### config.mk
export PLATFORM = sky130hd
export DESIGN_NAME = fifo_burst_drain
export DESIGN_NICKNAME = d
export VERILOG_FILES = /design/src/rtl/fifo_burst_drain.sv
export SDC_FILE = /design/constraint.sdc
export NUM_CORES = 1
export LEC_CHECK = 0
export ABC_CLOCK_PERIOD_IN_PS = 1830
export CAP_MARGIN = 40
export CORE_MARGIN = 2
export CORE_UTILIZATION = 28
export DETAILED_ROUTE_END_ITERATION = 8
export GPL_TIMING_DRIVEN = 0
export PLACE_DENSITY = 0.81
export SETUP_SLACK_MARGIN = 0.3
export SYNTH_ARGS = -nofsm -noshare
export SYNTH_HDL_FRONTEND = slang
export SYNTH_SLANG_ARGS = --single-unit
### constraint.sdc
create_clock -name clk_i -period 1.83 [get_ports clk_i]
set_input_delay 0.183 -clock clk_i [delete_from_list [all_inputs] [get_ports clk_i]]
set_output_delay 0.183 -clock clk_i [all_outputs]
set_load 0.1 [all_outputs]
### src/rtl/fifo_burst_drain.sv
// fifo_burst_drain: drains the FIFO in bursts (full level, flush, or FIFO_BURST_DRAIN_TIMEOUT_EN timeout) onto a valid/ready stream.
// Latency: start -> read strobe +1 -> m_valid_o +2; reads stall while m_valid_o && !m_ready_i.
module fifo_burst_drain #(
    parameter int WIDTH   = 32,
    parameter int DEPTH   = 16,
    parameter int BURST   = 8,
    parameter int TIMEOUT = 1024
) (
    input  logic                   clk_i,
    input  logic                   reset_ni,
    input  logic [$clog2(DEPTH):0] fifo_filled_i,
    input  logic                   fifo_empty_i,
    output logic                   fifo_rd_o,
    input  logic [WIDTH-1:0]       fifo_data_i,
    input  logic                   flush_i,
    output logic                   m_valid_o,
    input  logic                   m_ready_i,
    output logic [WIDTH-1:0]       m_data_o,
    output logic                   m_last_o,
    output logic                   busy_o
);
    localparam int CW = $clog2(DEPTH) + 1;
    localparam logic [CW-1:0] BURST_LEN = CW'(BURST);

    typedef enum logic [1:0] {
        ST_IDLE      = 2'd0,
        ST_BURST     = 2'd1,
        ST_WAIT_LAST = 2'd2
    } state_t;

    state_t        r_state;
    state_t        w_state_nxt;
    logic [CW-1:0] r_remaining;
    logic [CW-1:0] w_remaining_nxt;
    logic          r_valid;
    logic          w_valid_nxt;
    logic          r_last;
    logic          w_last_nxt;
    logic          w_start;
    logic          w_start_to;
    logic          w_rd;
    logic          w_accept;

    generate
        if (BURST < 1 || BURST > DEPTH) begin : g_bad_burst
            $error("fifo_burst_drain: BURST must lie within 1..DEPTH");
        end
        if (TIMEOUT < 1) begin : g_bad_timeout
            $error("fifo_burst_drain: TIMEOUT must be at least 1");
        end
    endgenerate

`ifdef FIFO_BURST_DRAIN_TIMEOUT_EN
    localparam int TW = $clog2(TIMEOUT) + 1;
    localparam logic [TW-1:0] TIMER_MAX = TW'(TIMEOUT - 1);

    logic [TW-1:0] r_timer;

    assign w_start_to = (r_timer == TIMER_MAX) && !fifo_empty_i;

    // Counts idle cycles with data waiting; saturates so the timeout stays armed.
    always_ff @(posedge clk_i or negedge reset_ni) begin
        if (!reset_ni) begin
            r_timer <= '0;
        end else if (r_state != ST_IDLE || fifo_empty_i || w_start) begin
            r_timer <= '0;
        end else if (r_timer != TIMER_MAX) begin
            r_timer <= r_timer + 1'b1;
        end
    end
`else
    assign w_start_to = 1'b0;
`endif

    always_comb begin
        w_state_nxt     = r_state;
        w_remaining_nxt = r_remaining;
        w_valid_nxt     = r_valid;
        w_last_nxt      = r_last;
        w_start         = 1'b0;
        w_rd            = 1'b0;
        w_accept        = r_valid && m_ready_i;

        case (r_state)
            ST_IDLE: begin
                if (fifo_filled_i >= BURST_LEN) begin
                    w_start         = 1'b1;
                    w_remaining_nxt = BURST_LEN;
                end else if (flush_i && !fifo_empty_i) begin
                    w_start         = 1'b1;
                    w_remaining_nxt = fifo_filled_i;
                end else if (w_start_to) begin
                    w_start         = 1'b1;
                    w_remaining_nxt = fifo_filled_i;
                end
                if (w_start) begin
                    w_state_nxt = ST_BURST;
                end
            end

            ST_BURST: begin
                // Empty with words still owed means the FIFO was reset underneath us.
                if (r_remaining != '0 && fifo_empty_i) begin
                    w_state_nxt     = ST_IDLE;
                    w_remaining_nxt = '0;
                    w_valid_nxt     = 1'b0;
                    w_last_nxt      = 1'b0;
                end else if (r_remaining == '0) begin
                    w_state_nxt = r_valid ? ST_WAIT_LAST : ST_IDLE;
                end else begin
                    w_rd = !r_valid || m_ready_i;
                    if (w_rd) begin
                        w_remaining_nxt = r_remaining - 1'b1;
                        w_valid_nxt     = 1'b1;
                        w_last_nxt      = (r_remaining == CW'(1));
                        if (r_remaining == CW'(1)) begin
                            w_state_nxt = ST_WAIT_LAST;
                        end
                    end else if (w_accept) begin
                        w_valid_nxt = 1'b0;
                        w_last_nxt  = 1'b0;
                    end
                end
            end

            ST_WAIT_LAST: begin
                if (w_accept && r_last) begin
                    w_valid_nxt = 1'b0;
                    w_last_nxt  = 1'b0;
                    w_state_nxt = ST_IDLE;
                end
            end

            default: begin
                w_state_nxt     = ST_IDLE;
                w_remaining_nxt = '0;
                w_valid_nxt     = 1'b0;
                w_last_nxt      = 1'b0;
            end
        endcase
    end

    always_ff @(posedge clk_i or negedge reset_ni) begin
        if (!reset_ni) begin
            r_state     <= ST_IDLE;
            r_remaining <= '0;
            r_valid     <= 1'b0;
            r_last      <= 1'b0;
        end else begin
            r_state     <= w_state_nxt;
            r_remaining <= w_remaining_nxt;
            r_valid     <= w_valid_nxt;
            r_last      <= w_last_nxt;
        end
    end

    assign fifo_rd_o = w_rd;
    assign m_valid_o = r_valid;
    assign m_last_o  = r_last;
    assign m_data_o  = fifo_data_i;
    assign busy_o    = (r_state != ST_IDLE);

endmodule
# == Yosys cells after proc, flatten, opt, wreduce, memory -nomap -nowiden ==
# Index checks and enable logic that the tools add are counted.
# classes
n_reduce_logical,14
eq_ne,11
add_sub_neg,1
mux,30
div_mod_pow,0
order_cmp,1
bitwise,2
mul,0
shift,0
# ops
op,n
$mux W5,5
$pmux W5 S3,1
$mux W1,14
$mux W2,7
$ne A4 B4 Y1 const B,3
$reduce_and A4 Y1,3
$ne A3 B3 Y1 const B,3
$pmux W1 S3,2
$pmux W2 S3,1
$eq A5 B1 Y1 const B,1
$ge A5 B4 Y1 const B,1
$logic_not A5 Y1,1
$reduce_bool A5 Y1,1
$sub A5 B1 Y5 const B,1
$logic_and A1 B1 Y1,4
$eq A2 B1 Y1 const B,1
$eq A2 B2 Y1 const B,1
$logic_not A1 Y1,2
$logic_not A2 Y1,1
$ne A2 B1 Y1 const B,1
$ne A2 B2 Y1 const B,1
$not A1 Y1,2
$reduce_bool A2 Y1,1
$logic_or A1 B1 Y1,1
# word_totals
inputBits,42
ram_bits,0
elab_cells,63
out_inout_bits,36
latch_bits,0
ff_bits,9
romBits,0
memories,0

# == Depth between registers and ports, before layout ==
# Gate-level depths: netlist of run 1.
# logic_depth
depth_word,7
mapped_depth,7
mapped_depth_nobuf,6

# == Worst setup path before layout of run 1 ==
# OpenSTA, ideal clock, no wires.
# synth_path
path_kind,register to output
startpoint,"reg r_valid, in the netlist m_valid_o"
endpoint,out fifo_rd_o
path_stages_with_launch,3
path_buffers,0
t_arrival_ps,2324
path_slack_ps,-677
t_required_ps,1647
cell_sequence,dfrtp_1 > nor2b_1 > nor2_1
# synth_between
elab_chain_len,5
# synth_lines
element,line,source
"start, declared",35,logic r_valid;
"start signal, assigned",152,r_valid <= w_valid_nxt;
$logic_not A1 Y1,111,w_rd = !r_valid || m_ready_i;
$logic_or A1 B1 Y1,111,
$mux W1,108,end else if (r_remaining == '0) begin
$mux W1,103,if (r_remaining != '0 && fifo_empty_i) begin
$mux W1,84,case (r_state)
"end, declared",13,"output logic fifo_rd_o,"
# No other way between the ends.

# == Worst setup path after layout of run 1 ==
# layout_path
startpoint,reg r_remaining[1]
endpoint,reg r_remaining[2]
# layout_between
elab_chain_len,5
word_cells_on_any_way,11
classes_between,add/sub (1); eq/ne (2); mux (4); reduce/logical (4)
# layout_lines
element,line,source
"start, declared",33,logic [CW-1:0] r_remaining;
"start signal, assigned",151,r_remaining <= w_remaining_nxt;
$sub A5 B1 Y5,113,w_remaining_nxt = r_remaining - 1'b1;
$mux W5,112,if (w_rd) begin
$mux W5,108,
$mux W5,103,
$pmux W5 S3,84,
# Parallel ways exist; a longest one is shown, timed or not. The select of a mux whose other input is x is not followed.
# A chain may end at the register's enable or synchronous reset.

==> flow_summary.json, run 1 <==
{
  "cp_cell_sequence": "inv_2 > ha_4 > or4b_4 > buf_8 > buf_4 > a21oi_4 > a311oi_2 > o2bb2ai_1",
  "grt_pass1_wl_um": 5733,
  "grt_pass1_vias": 1176,
  "status": "finished with violations",
  "period_needed_ns": 2.011,
  "worstPathRequired_ns": 2.02,
  "critPathKind": "flip-flop to flip-flop",
  "cts_buffers": 3,
  "area_growth_syn_to_layout_pct": 153.4,
  "gp_congestion": 0.7948,
  "final_util_pct": 73.92,
  "antenna_found_initial": 0,
  "fin_skew_ns": 0.01152,
  "cts.sinks": 9,
  "relSlewSlack_pct": 53.40,
  "path_buf_inv": 3,
  "grt-ovfl-total": 0,
  "fp.dieH_um": 59.93,
  "synth_nets": 145,
  "htree_levels": 1,
  "clk_pin_slew_ns": 0.07,
  "rsz0062_at_grt": "true",
  "die_x_um": 59.93,
  "core-area_mm2": 0.003003,
  "final_common_cell": "buf_4",
  "ant_nets": 0,
  "grt_start_max_net_pins": 10,
  "portBuffers": 45,
  "hp-class": "primary input to asynchronous set/reset pin",
  "ctsHoldBuffers": 0,
  "drtIter0Drc": 48,
  "timing.fmax_mhz": 497.4,
  "drv_cap": 0,
  "place_ws_ns": -0.3988,
  "timing.hold.ws_ns": 0.2175,
  "postSynthCellCount": 100,
  "ys_ff_latch": 9,
  "finalNetCount": 248,
  "finalHoldViolCount": 0,
  "p_per_area_mw_per_mm2": 1318,
  "final_cell_mix": "buf_4 (48), clkdlybuf4s50_1 (41), buf_8 (33), dfrtp_1 (6), o21ai_1 (5)",
  "cts_tree": "yes",
  "leakage_nw": 1.011,
  "synth_area_per_cell_um2": 8.758,
  "violations": "negative setup slack",
  "fillers": 191,
  "ys_top_cells_by_area": "buf_4 (27%), dfrtp_1 (26%), ha_1 (4.3%)",
  "antenna_cells": 0,
  "drive_gt1_share_pct": 57.92,
  "setup_slack_ns": -0.1806,
  "yosysTopAreaCell": "buf_4",
  "critical-path-top-delay-family": "compound AO/OA/AOI/OAI gates",
  "io_pins": 78,
  "dr_total_vias": 1201,
  "end_kind": "flip-flop",
  "setup_violations": 8,
  "grt_util_all_layers_pct": 22.10,
  "synth_warnings": 0,
  "drt_first_pass_iters": 4,
  "slowest_stage": "or4b_4",
  "synth_cell_type_count": 38,
  "cts_root_buf": "clkbuf_4",
  "path_max_fanout": 7,
  "clk_latency_ns": 0.27,
  "arrival_ns": 2.20,
  "ir_drop_mv": 1.237,
  "dp.final_hpwl_um": 2816,
  "wl_per_cell_um": 18.02,
  "cts_buffer_depth": 2,
  "initial_core_util_pct": 29.17,
  "post-route-drc-count": 0,
  "num_rows": 20,
  "tightest_slew_ns": 0.6926,
  "vias_per_cell": 5.111,
  "period_share_pct": 109.9,
  "ys_seq_area_share_pct": 25.71,
  "dieArea_mm2": 0.003592,
  "crit_path_start_kind": "flip-flop",
  "wirelength_um": 4234,
  "synthesis.area_um2": 875.8,
  "max_stage_delay_ns": 0.47,
  "yosys.area.top_type_share_pct": 27.43,
  "slew_violations": 0
}
## cell usage after synthesis (all sizes together)
library cell,instances
a2111oi,1
a211o,2
a21o,1
a21oi,4
a221oi,2
a22oi,1
a2bb2oi,1
a311oi,1
a31o,1
a41oi,1
and2,1
buf,33
dfrtp,9
ha,3
inv,3
mux2i,1
nand2,3
nand2b,2
nand3b,1
nor2,5
nor2b,2
nor3,1
nor3b,1
nor4,1
o211ai,1
o21ai,6
o2bb2ai,3
o31ai,1
o32a,1
o41ai,1
or2,2
or3,1
or3b,1
or4,1
or4b,1
## layout make-up
type	count	area, um^2	area share, %
multi-input combinational	55	511.7	23.06
sequential	9	231.5	10.43
inverter	3	11.26	0.5073
clock buffer	4	26.28	1.184
tap	33	41.29	1.860
timing repair buffer	98	1142	51.47
buffer	33	255.2	11.50
## path summary, 6_finish.rpt
path | startpoint | end | slack [ns] | cells past startpoint
setup / recovery | r_remaining[1] | r_remaining[2] | -0.18 | 8
hold / removal | reset_ni | r_remaining[4] | 0.22 | 1
setup reg to reg | r_remaining[1] | r_remaining[2] | -0.18 | 8
hold reg to reg | r_remaining[4] | r_remaining[4] | 0.58 | 2
max in group asynchronous | reset_ni | r_state[0] | 1.26 | 1
min in group clk_i | r_remaining[4] | r_remaining[4] | 0.58 | 2
## per-layer routing
layer,track usage (%),wire length [um]
met2,44.72,2468
met3,7.143,295
met5,0,0
met4,5.714,184
met1,20.63,1285
## power breakdown
group          internal [W]  switching (W)  total (W)
sequential         0.000285       0.000106   0.000391
combinational       0.00107        0.00130    0.00237
clock             0.0000843      0.0000777   0.000162
total               0.00144        0.00148    0.00292
## cells by family after synthesis
group	share of synthesized area, %
AO/OA/AOI/OAI	23.72
adder cells (fa/ha/maj)	4.286
buffers and inverters	30.00
flip-flops	25.71
multiplexers	1.143
AND/OR/NAND/NOR	15.14
## sequential cells by signal, indices dropped and copies added (netlist names)
register and flops:
m_valid_o 1, m_last_o 1, r_state 2, r_remaining 5
## per-stage QoR
step,area [um^2],setup TNS [ns],power [W],instances
final,2220,-1.006,0.002925,235
after global routing,2220,-1.609,0.003051,235
after CTS,2079,-0.5114,0.002492,225
after floorplan,912.1,0,0.001536,100
after global placement,1404,-1.593,0.001809,178
after detailed placement,1944,-1.294,0.002088,214
## what timing repair did
item,in CTS,in global routing
endpoints found under the hold margin,0,0
endpoints found under the setup margin,13,11
buffers inserted,8,10
resized for setup,16,20
pin swaps,8,8
Power figures use the tool's default switching activity.
==> inputs of run 2 (changes only) <==
--- a/config.mk
+++ b/config.mk
@@ -5,13 +5,13 @@
 export SDC_FILE = /design/constraint.sdc
 export NUM_CORES = 1
 export LEC_CHECK = 0
-export ABC_CLOCK_PERIOD_IN_PS = 1830
+export ABC_CLOCK_PERIOD_IN_PS = 2600
 export CAP_MARGIN = 40
 export CORE_MARGIN = 2
-export CORE_UTILIZATION = 28
+export CORE_UTILIZATION = 30
 export DETAILED_ROUTE_END_ITERATION = 8
 export GPL_TIMING_DRIVEN = 0
-export PLACE_DENSITY = 0.81
+export PLACE_DENSITY = 0.83
 export SETUP_SLACK_MARGIN = 0.3
 export SYNTH_ARGS = -nofsm -noshare
 export SYNTH_HDL_FRONTEND = slang
==> constraint.sdc (replaced) <==
create_clock -name clk_i -period 2.6 [get_ports clk_i]
set_input_delay 0.26 -clock clk_i [delete_from_list [all_inputs] [get_ports clk_i]]
set_output_delay 0.26 -clock clk_i [all_outputs]
set_load 0.1 [all_outputs]
==> flow_summary.json, run 2 (synthesized netlist as in run 1, its figures left out) <==
{
  "status": "complete, no violations",
  "grt_pass1_wl_um": 4574,
  "timing.fmax_mhz": 462.6,
  "ctsHoldBuffers": 0,
  "cts_root_buf": "clkbuf_4",
  "sequentialPowerShare_pct": 17.2,
  "num_rows": 19,
  "area_growth_syn_to_layout_pct": 120.3,
  "crit_path_start_kind": "flip-flop",
  "drv_cap": 0,
  "vias_per_cell": 4.777,
  "final_util_pct": 69.96,
  "antenna_found_initial": 0,
  "period_share_pct": 83.13,
  "slew_violations": 0,
  "htree_levels": 1,
  "gp_congestion": 0.8487,
  "antenna_cells": 0,
  "period_needed_ns": 2.161,
  "clk_pin_slew_ns": 0.06,
  "fp.dieH_um": 58.03,
  "cts_buffer_depth": 2,
  "grt_util_all_layers_pct": 17.43,
  "setup_violations": 0,
  "r2r_slack_ns": 0.55,
  "drt_first_pass_iters": 4,
  "final_common_cell": "clkdlybuf4s50_1",
  "critPathKind": "flip-flop to output port",
  "largest_reg_flops": 5,
  "ant_nets": 0,
  "critical-path-top-delay-family": "simple AND/OR/NAND/NOR gates",
  "grt-ovfl-total": 0,
  "top_regs": "r_remaining x5, r_state x2",
  "cts_tree": "yes",
  "tightest_slew_ns": 0.5209,
  "p_per_area_mw_per_mm2": 793.7,
  "ir_drop_mv": 0.7755,
  "dr_total_vias": 1027,
  "slowest_stage": "or4b_1",
  "path_buf_inv": 3,
  "clk_latency_ns": 0.26,
  "cp_cell_sequence": "inv_2 > ha_1 > or4b_1 > buf_6 > nand2_1 > nor2_2 > buf_12",
  "relSlewSlack_pct": 64.95,
  "grt_pass1_vias": 1116,
  "internal_power_w": 0.0007191,
  "fin_skew_ns": 0.001249,
  "finalHoldViolCount": 0,
  "rr_worst_depth": 7,
  "final_cell_mix": "clkdlybuf4s50_1 (44), buf_8 (35), buf_4 (32), dfrtp_1 (9)",
  "cts.sinks": 9,
  "reg2reg_from": "r_remaining[0]",
  "swShare_pct": 53.05,
  "cts_setup_buffers": 0,
  "drtIter0Drc": 25,
  "pwr-share-clk_pct": 7.3,
  "arrival_ns": 1.90,
  "path_max_fanout": 10,
  "max_stage_delay_ns": 0.45,
  "cp.depth": 7,
  "worstPathRequired_ns": 2.34,
  "initial_core_util_pct": 31.76,
  "grt_start_max_net_pins": 11,
  "dieArea_mm2": 0.003367,
  "r2r-end": "r_remaining[3]",
  "p_sw_w": 0.0008123,
  "hp-class": "primary input to asynchronous set/reset pin",
  "leakage_nw": 0.8828,
  "cts_buffers": 3,
  "wirelength_um": 2693,
  "post-route-drc-count": 0,
  "regMostFlops": "r_remaining",
  "drive_gt1_share_pct": 42.93,
  "end_kind": "output port",
  "fillers": 196,
  "finalNetCount": 230,
  "dp.final_hpwl_um": 2341,
  "finalPower_w": 0.001531,
  "p_comb_share_pct": 75.5,
  "die_x_um": 58.03,
  "wl_per_cell_um": 12.53,
  "portBuffers": 45,
  "io_pins": 78,
  "core-area_mm2": 0.002758,
  "rsz0062_at_grt": "false"
}
[run 2: layout make-up]
class,instances,area [um^2],area share (%)
clock buffer,4,26.28,1.362
tap,31,38.79,2.010
timing repair buffer,80,985.9,51.10
sequential,9,225.2,11.67
multi-input combinational,55,390.4,20.23
inverter,3,11.26,0.5837
buffer,33,251.5,13.04
[run 2: worst max-delay path by stage]
stage | from | end | slack, ns
after floorplan | m_valid_o | fifo_rd_o | 0.48
after global placement | r_remaining[0] | fifo_rd_o | -0.04
after detailed placement | r_remaining[0] | fifo_rd_o | 0.25
after CTS | r_remaining[1] | fifo_rd_o | 0.44
after global routing | r_remaining[1] | fifo_rd_o | 0.36
final | r_remaining[0] | fifo_rd_o | 0.44
[run 2: power by group through the flow]
stage	sequential, W	clock (W)	combinational, W
2_1_floorplan	0.000316	0	0.000718
3_3_place_gp	0.000255	0	0.000965
3_5_place_dp	0.000261	0	0.00115
4_1_cts	0.000258	0.000115	0.00116
5_1_grt	0.000272	0.000119	0.00122
6_report	0.000263	0.000112	0.00116
[run 2: routing by layer]
| metal | wire, um | up-vias | share of wire [%] | GRT usage, % |
|---|---|---|---|---|
| met5 | 0 | - | 0 | 0 |
| met4 | 30 | 0 | 1.1 | 6.645 |
| met3 | 369 | 7 | 14 | 7.813 |
| met2 | 1377 | 73 | 51 | 31.66 |
| met1 | 916 | 444 | 34 | 17.27 |
| li1 | - | 503 | - | - |
[run 2: what timing repair did]
action,CTS,global route
resized for setup,2,0
endpoints found under the hold margin,0,0
setup endpoints to repair,1,0
[run 2: stage by stage]
step	setup slack, ns	setup TNS, ns	hold WS (ns)	std cells	instance area (um^2)
CTS	0.4369	0	0.3022	215	1929
global placement	-0.04132	-0.04132	0.4917	176	1368
finish	0.4385	0	0.3001	215	1929
floorplan	0.4760	0	-0.03559	100	878.3
global route	0.3577	0	0.3266	215	1929
detailed placement	0.2460	0	0.5055	212	1908
==> variant 1 (config.mk and constraints of run 1) <==
Change the parameter `DEPTH` from 16 to 64.
--- a/src/rtl/fifo_burst_drain.sv
+++ b/src/rtl/fifo_burst_drain.sv
@@ -4,3 +4,3 @@
     parameter int WIDTH   = 32,
-    parameter int DEPTH   = 16,
+    parameter int DEPTH   = 64,
     parameter int BURST   = 8,
Interface: changed (resized fifo_filled_i); port bits go from 78 to 80. No check against the original RTL was run, so the function may have changed too.
==> variant 1 against run 1 <==
The run still ends with negative setup slack left; area after synthesis rose by 21%; final area rose by 11%; worst setup slack improved by 98 ps; count of clock-buffer cells in the layout did not move; final cell count rose by 16%; largest power group unchanged; clock skew fell by 10 ps; wire length fell by 17%; power rose by 13%; sequential power rose by 26%; sequential cell count rose by 2; core utilization fell by 5.9 points.
==> variant 1: results (changes against run 1) <==
* Final Skew at 1.17 ps (-10.4 ps)
* Nets at 272 (+9.7%)
* Final setup vio count at 2 (-6)
* CP arrival at 1730 ps (-470 ps)
* Clock latency on the worst-skew pair at 240 ps (-30 ps)
* Peak VDD IR at 0.516 mV (-58%)
* Drt initial violations at 26 (-46%)
* Mux cell area share after synthesis at 1.90% (+0.75 points)
* Leakage power at 0.00113 uW (+12%)
* CP Max Fanout at 4 (-3)
* Final worst slack at -82.7 ps (+98.0 ps)
* Top cells by area, synth: dfrtp_1 (26%), buf_4 (23%), ha_1 (3.6%)
* Library cells used by synthesis at 40 (+5.3%)
* Share of cells above drive strength 1 at 54.0% (-3.9 points)
* Pin count of the biggest net entering global routing at 12 (+2)
* DP HPWL at 2.46 mm (-13%)
* Largest regs: r_remaining: 7 flops, r_state: 2 flops
* Synth Net Count at 165 (+14%)
* Dpl ws at -600 ps (-201 ps)
* CTS root buf: clkbuf_8
* Post-route cell area at 2470 sq um (+11%)
* Worst path max stage delay at 430 ps (-40 ps)
* Violated checks: negative setup slack
* GPL Wtd Cong at 0.832 (+4.7%)
* Placed cell area at 2160 sq um (+11%)
* Status: finished, violations left
* Vias in the first global route at 1231 (+4.7%)
[variant 1: changes by cell type after synthesis, sizes merged, moves of 3 or more]
cell and change:
inv +7, a2111oi +3, nand3 +3, o2bb2ai -3
[variant 1: layout make-up]
cell class / count / share of cell area, %
Multi-Input combinational cell: 63 / 24.2
Inverter: 10 / 1.52
Tap cell: 48 / 2.43
Clock buffer: 4 / 1.82
Timing Repair Buffer: 102 / 48.1
Sequential cell: 11 / 11.3
Buffer: 34 / 10.6
[variant 1: power by group through the flow]
stage	clock, uW	sequential, uW	combinational [uW]
detailed placement	0	468	1990
CTS	254	462	2390
global placement	0	462	1730
floorplan	0	520	1360
finish	257	493	2550
global route	263	502	2690
[variant 1: worst paths after layout]
check	start	to	slack (ps)	depth (start not counted)
setup / recovery	r_state[0]$_DFFE_PN0P_	fifo_rd_o	-80	4
hold / removal	reset_ni	r_remaining[6]$_DFFE_PN0P_	290	1
setup reg to reg	r_remaining[2]$_DFFE_PN0P_	r_remaining[2]$_DFFE_PN0P_	-10	5
hold reg to reg	m_last_o$_DFFE_PN0P_	m_last_o$_DFFE_PN0P_	550	1
max in group asynchronous	reset_ni	m_last_o$_DFFE_PN0P_	1150	1
min in group clk_i	fifo_empty_i	r_state[0]$_DFFE_PN0P_	520	4
[variant 1: cells by family after synthesis]
family                   count (synthesis)
AND/OR/NAND/NOR                         29
buffers and inverters                   44
AO/OA/AOI/OAI                           29
multiplexers                             2
adder cells (fa/ha/maj)                  3
flip-flops                              11
[variant 1: critical path: cells and delay by family (launching register included)]
family / cells / cell delay [ps]
AOI/OAI and AO/OA: 1 / 280
buffers and inverters: 2 / 370
DFF: 1 / 410
and+or+nand+nor: 1 / 430
[variant 1: layer usage]
layer / part of all wire (%) / global-route usage, % / vias up
li1: - / - / 613
met1: 38 / 16.9 / 579
met2: 54 / 29.3 / 55
met3: 4.8 / 1.54 / 10
met4: 3.4 / 9.64 / 0
met5: 0 / 0 / -
[variant 1: what timing repair did]
action                     CTS  global route
cloned                       0             1
pin swaps                    6             8
hold endpoints to repair     0             0
setup endpoints to repair   15            14
resized for setup           33             7
buffers inserted            15             3
[variant 1: per-stage QoR]
stage / instances / setup TNS, ps / hold slack [ps]
floorplan: 118 / -1810 / -113
global placement: 213 / -1980 / 532
detailed placement: 249 / -1540 / 538
CTS: 268 / -57.8 / 306
global route: 272 / -414 / 332
finish: 272 / -87.9 / 290
==> variant 2 (config.mk and constraints of run 1) <==
Without the edit above. Encoding of `state_t`: now one-hot (3 bits for 3 states).
--- a/src/rtl/fifo_burst_drain.sv
+++ b/src/rtl/fifo_burst_drain.sv
@@ -24,6 +24,6 @@
 
-    typedef enum logic [1:0] {
-        ST_IDLE      = 2'd0,
-        ST_BURST     = 2'd1,
-        ST_WAIT_LAST = 2'd2
+    typedef enum logic [2:0] {
+        ST_IDLE      = 3'b001,
+        ST_BURST     = 3'b010,
+        ST_WAIT_LAST = 3'b100
     } state_t;
Function: same outputs for any inputs over 10 cycles, from zero or initial values and one cycle with reset_ni low; not proved beyond that.
==> variant 2 against run 1 <==
The flow still finishes with violations (negative setup slack); sequential share of layout area up 0.73 points; worst setup slack worse by 110 ps; area after synthesis up 4.1%; non-clock buffer count up 4; power down 10%; synthesized cell count unchanged; sequential cell count up 1; final area up 2.0%; clock power up 32%; count of clock-buffer cells in the layout unchanged; first-iteration DRC count down 35%; wire length down 12%.
==> variant 2: results (changes against run 1) <==
* Status: finished, violations left
* Violated checks: negative setup slack
* Grt met1 use at 17.5% (-3.1 points)
* Top cells by area, synth: buf_4 (26%), dfrtp_1 (25%), a2111oi_4 (3.0%)
* Met3 WL at 250 um (-15%)
* R2R depth at 9 (+1)
* Vias in the first global route at 1191 (+1.3%)
* Dominant synthesized flop cell: dfrtp_1
* Peak VDD IR at 0.587 mV (-53%)
* CTS root buf: clkbuf_4
* First-pass GRT wire length at 5.46 mm (-4.7%)
* Final wirelength at 3.72 mm (-12%)
* Syn. warnings at 0 (unchanged)
* Pin count of the biggest net entering global routing at 11 (+1)
* Final worst slack at -293 ps (-112 ps)
* Fill cell count at 214 (+12%)
* Share of cells above drive strength 1 at 57.9% (unchanged)
* GPL Wtd Cong at 0.830 (+4.4%)
* Met2 wire len at 2.29 mm (-7.3%)
* Synth Net Count at 144 (-0.69%)
* CP arrival at 1940 ps (-260 ps)
* CP Max Fanout at 2 (-5)
* R2r endpoint: r_remaining[1]$_DFFE_PN0P_
* Dpl ws at -437 ps (-38.5 ps)
* Largest regs: r_remaining: 5 flops, r_state: 3 flops
* Async S/R FF share, synth at 100% (unchanged)
* Max reg flops at 5 (unchanged)
* Crit-path slowest cell: or4b_4
* Post-synthesis sequential area ratio at 27.6% (+1.9 points)
* Final Skew at 6.01 ps (-5.50 ps)
* Num CTS Buffers at 3 (unchanged)
* Via density at 4.67 (-8.7%)
* DP HPWL at 2.80 mm (-0.54%)
* Commonest cells in the synthesized netlist: buf_4 (32), dfrtp_1 (9), inv_1 (5)
* Final setup vio count at 11 (+3)
* Top layer reached by signal wires: met4
* Initial DRT Pass Iterations at 5 (+1)
* Nets at 247 (-0.40%)
* Metal-1 WL at 1.01 mm (-22%)
* Ant. Diodes at 0 (unchanged)
* Clock latency on the worst-skew pair at between 200 and 300 ps
* Worst path max stage delay at 480 ps
* Leakage power at 0.00103 uW (+1.8%)
* Met2 Use GR at 46.7% (+1.9 points)
* Gr usage total at 20.9% (-1.2 points)
* Drt initial violations at 31 (-35%)
* Clock-pin slew on the worst setup and hold paths at 80 ps
* Library cells used by synthesis at 37 (-2.6%)
* Placed cell area at 2000 sq um (+3.1%)
* # port buffers at 44 (-2.2%)
* Met3 usage at 3.15% (-4.0 points)
* Hold_ws at 233 ps (+15.1 ps)
* CTS resizes at 24 (+8)
* Post-CTS Repair Setup Buffers at 12 (+4)
* CP top delay family: simple AND/OR/NAND/NOR gates
* R2R Path Start: r_remaining[0]$_DFFE_PN0P_
* Slew margin rel. at 61.7% (+8.3 points)
[variant 2: report_power, final]
group | switching, uW | total (uW) | leakage (uW) | internal, uW
clock | 93.2 | 214 | 0.0000210 | 121
sequential | 61.0 | 360 | 0.000130 | 299
combinational | 1070 | 2050 | 0.000878 | 986
total | 1220 | 2630 | 0.00103 | 1410
[variant 2: how the worst max path moves through the flow]
stage                                from                    endpoint  slack, ps
2_1_floorplan      r_state[0]$_DFFE_PN1P_  r_remaining[1]$_DFFE_PN0P_       -200
3_5_place_dp   r_remaining[0]$_DFFE_PN0P_                   fifo_rd_o       -440
5_1_grt            r_state[0]$_DFFE_PN1P_  r_remaining[1]$_DFFE_PN0P_       -330
6_report       r_remaining[0]$_DFFE_PN0P_                   fifo_rd_o       -290
4_1_cts        r_remaining[0]$_DFFE_PN0P_  r_remaining[1]$_DFFE_PN0P_       -240
3_3_place_gp       r_state[2]$_DFFE_PN0P_                   fifo_rd_o       -800
[variant 2: cell families after synthesis]
group	synth area share, %
DFF	27.6
muxes	3.84
and+or+nand+nor	12.3
buffers and inverters	32.1
AOI/OAI and AO/OA	21.4
adders and majority gates	2.74
[variant 2: final cells by class]
class                           instances  area share (%)
Timing Repair Buffer                   98            50.5
Multi-Input combinational cell         48            20.1
Buffer                                 37            13.4
Sequential cell                        10            11.2
Tap cell                               44            2.43
Clock buffer                            4            1.60
Inverter                                5           0.829
[variant 2: stage by stage]
stage | instances | total power [uW] | TNS (ps) | utilization (%)
floorplan | 100 | 1470 | -237 | -
global placement | 188 | 1690 | -1720 | 47.6
detailed placement | 224 | 1950 | -1600 | 65.1
CTS | 240 | 2410 | -1510 | 70.9
global route | 246 | 2720 | -2530 | 73.6
finish | 246 | 2630 | -2140 | 73.6
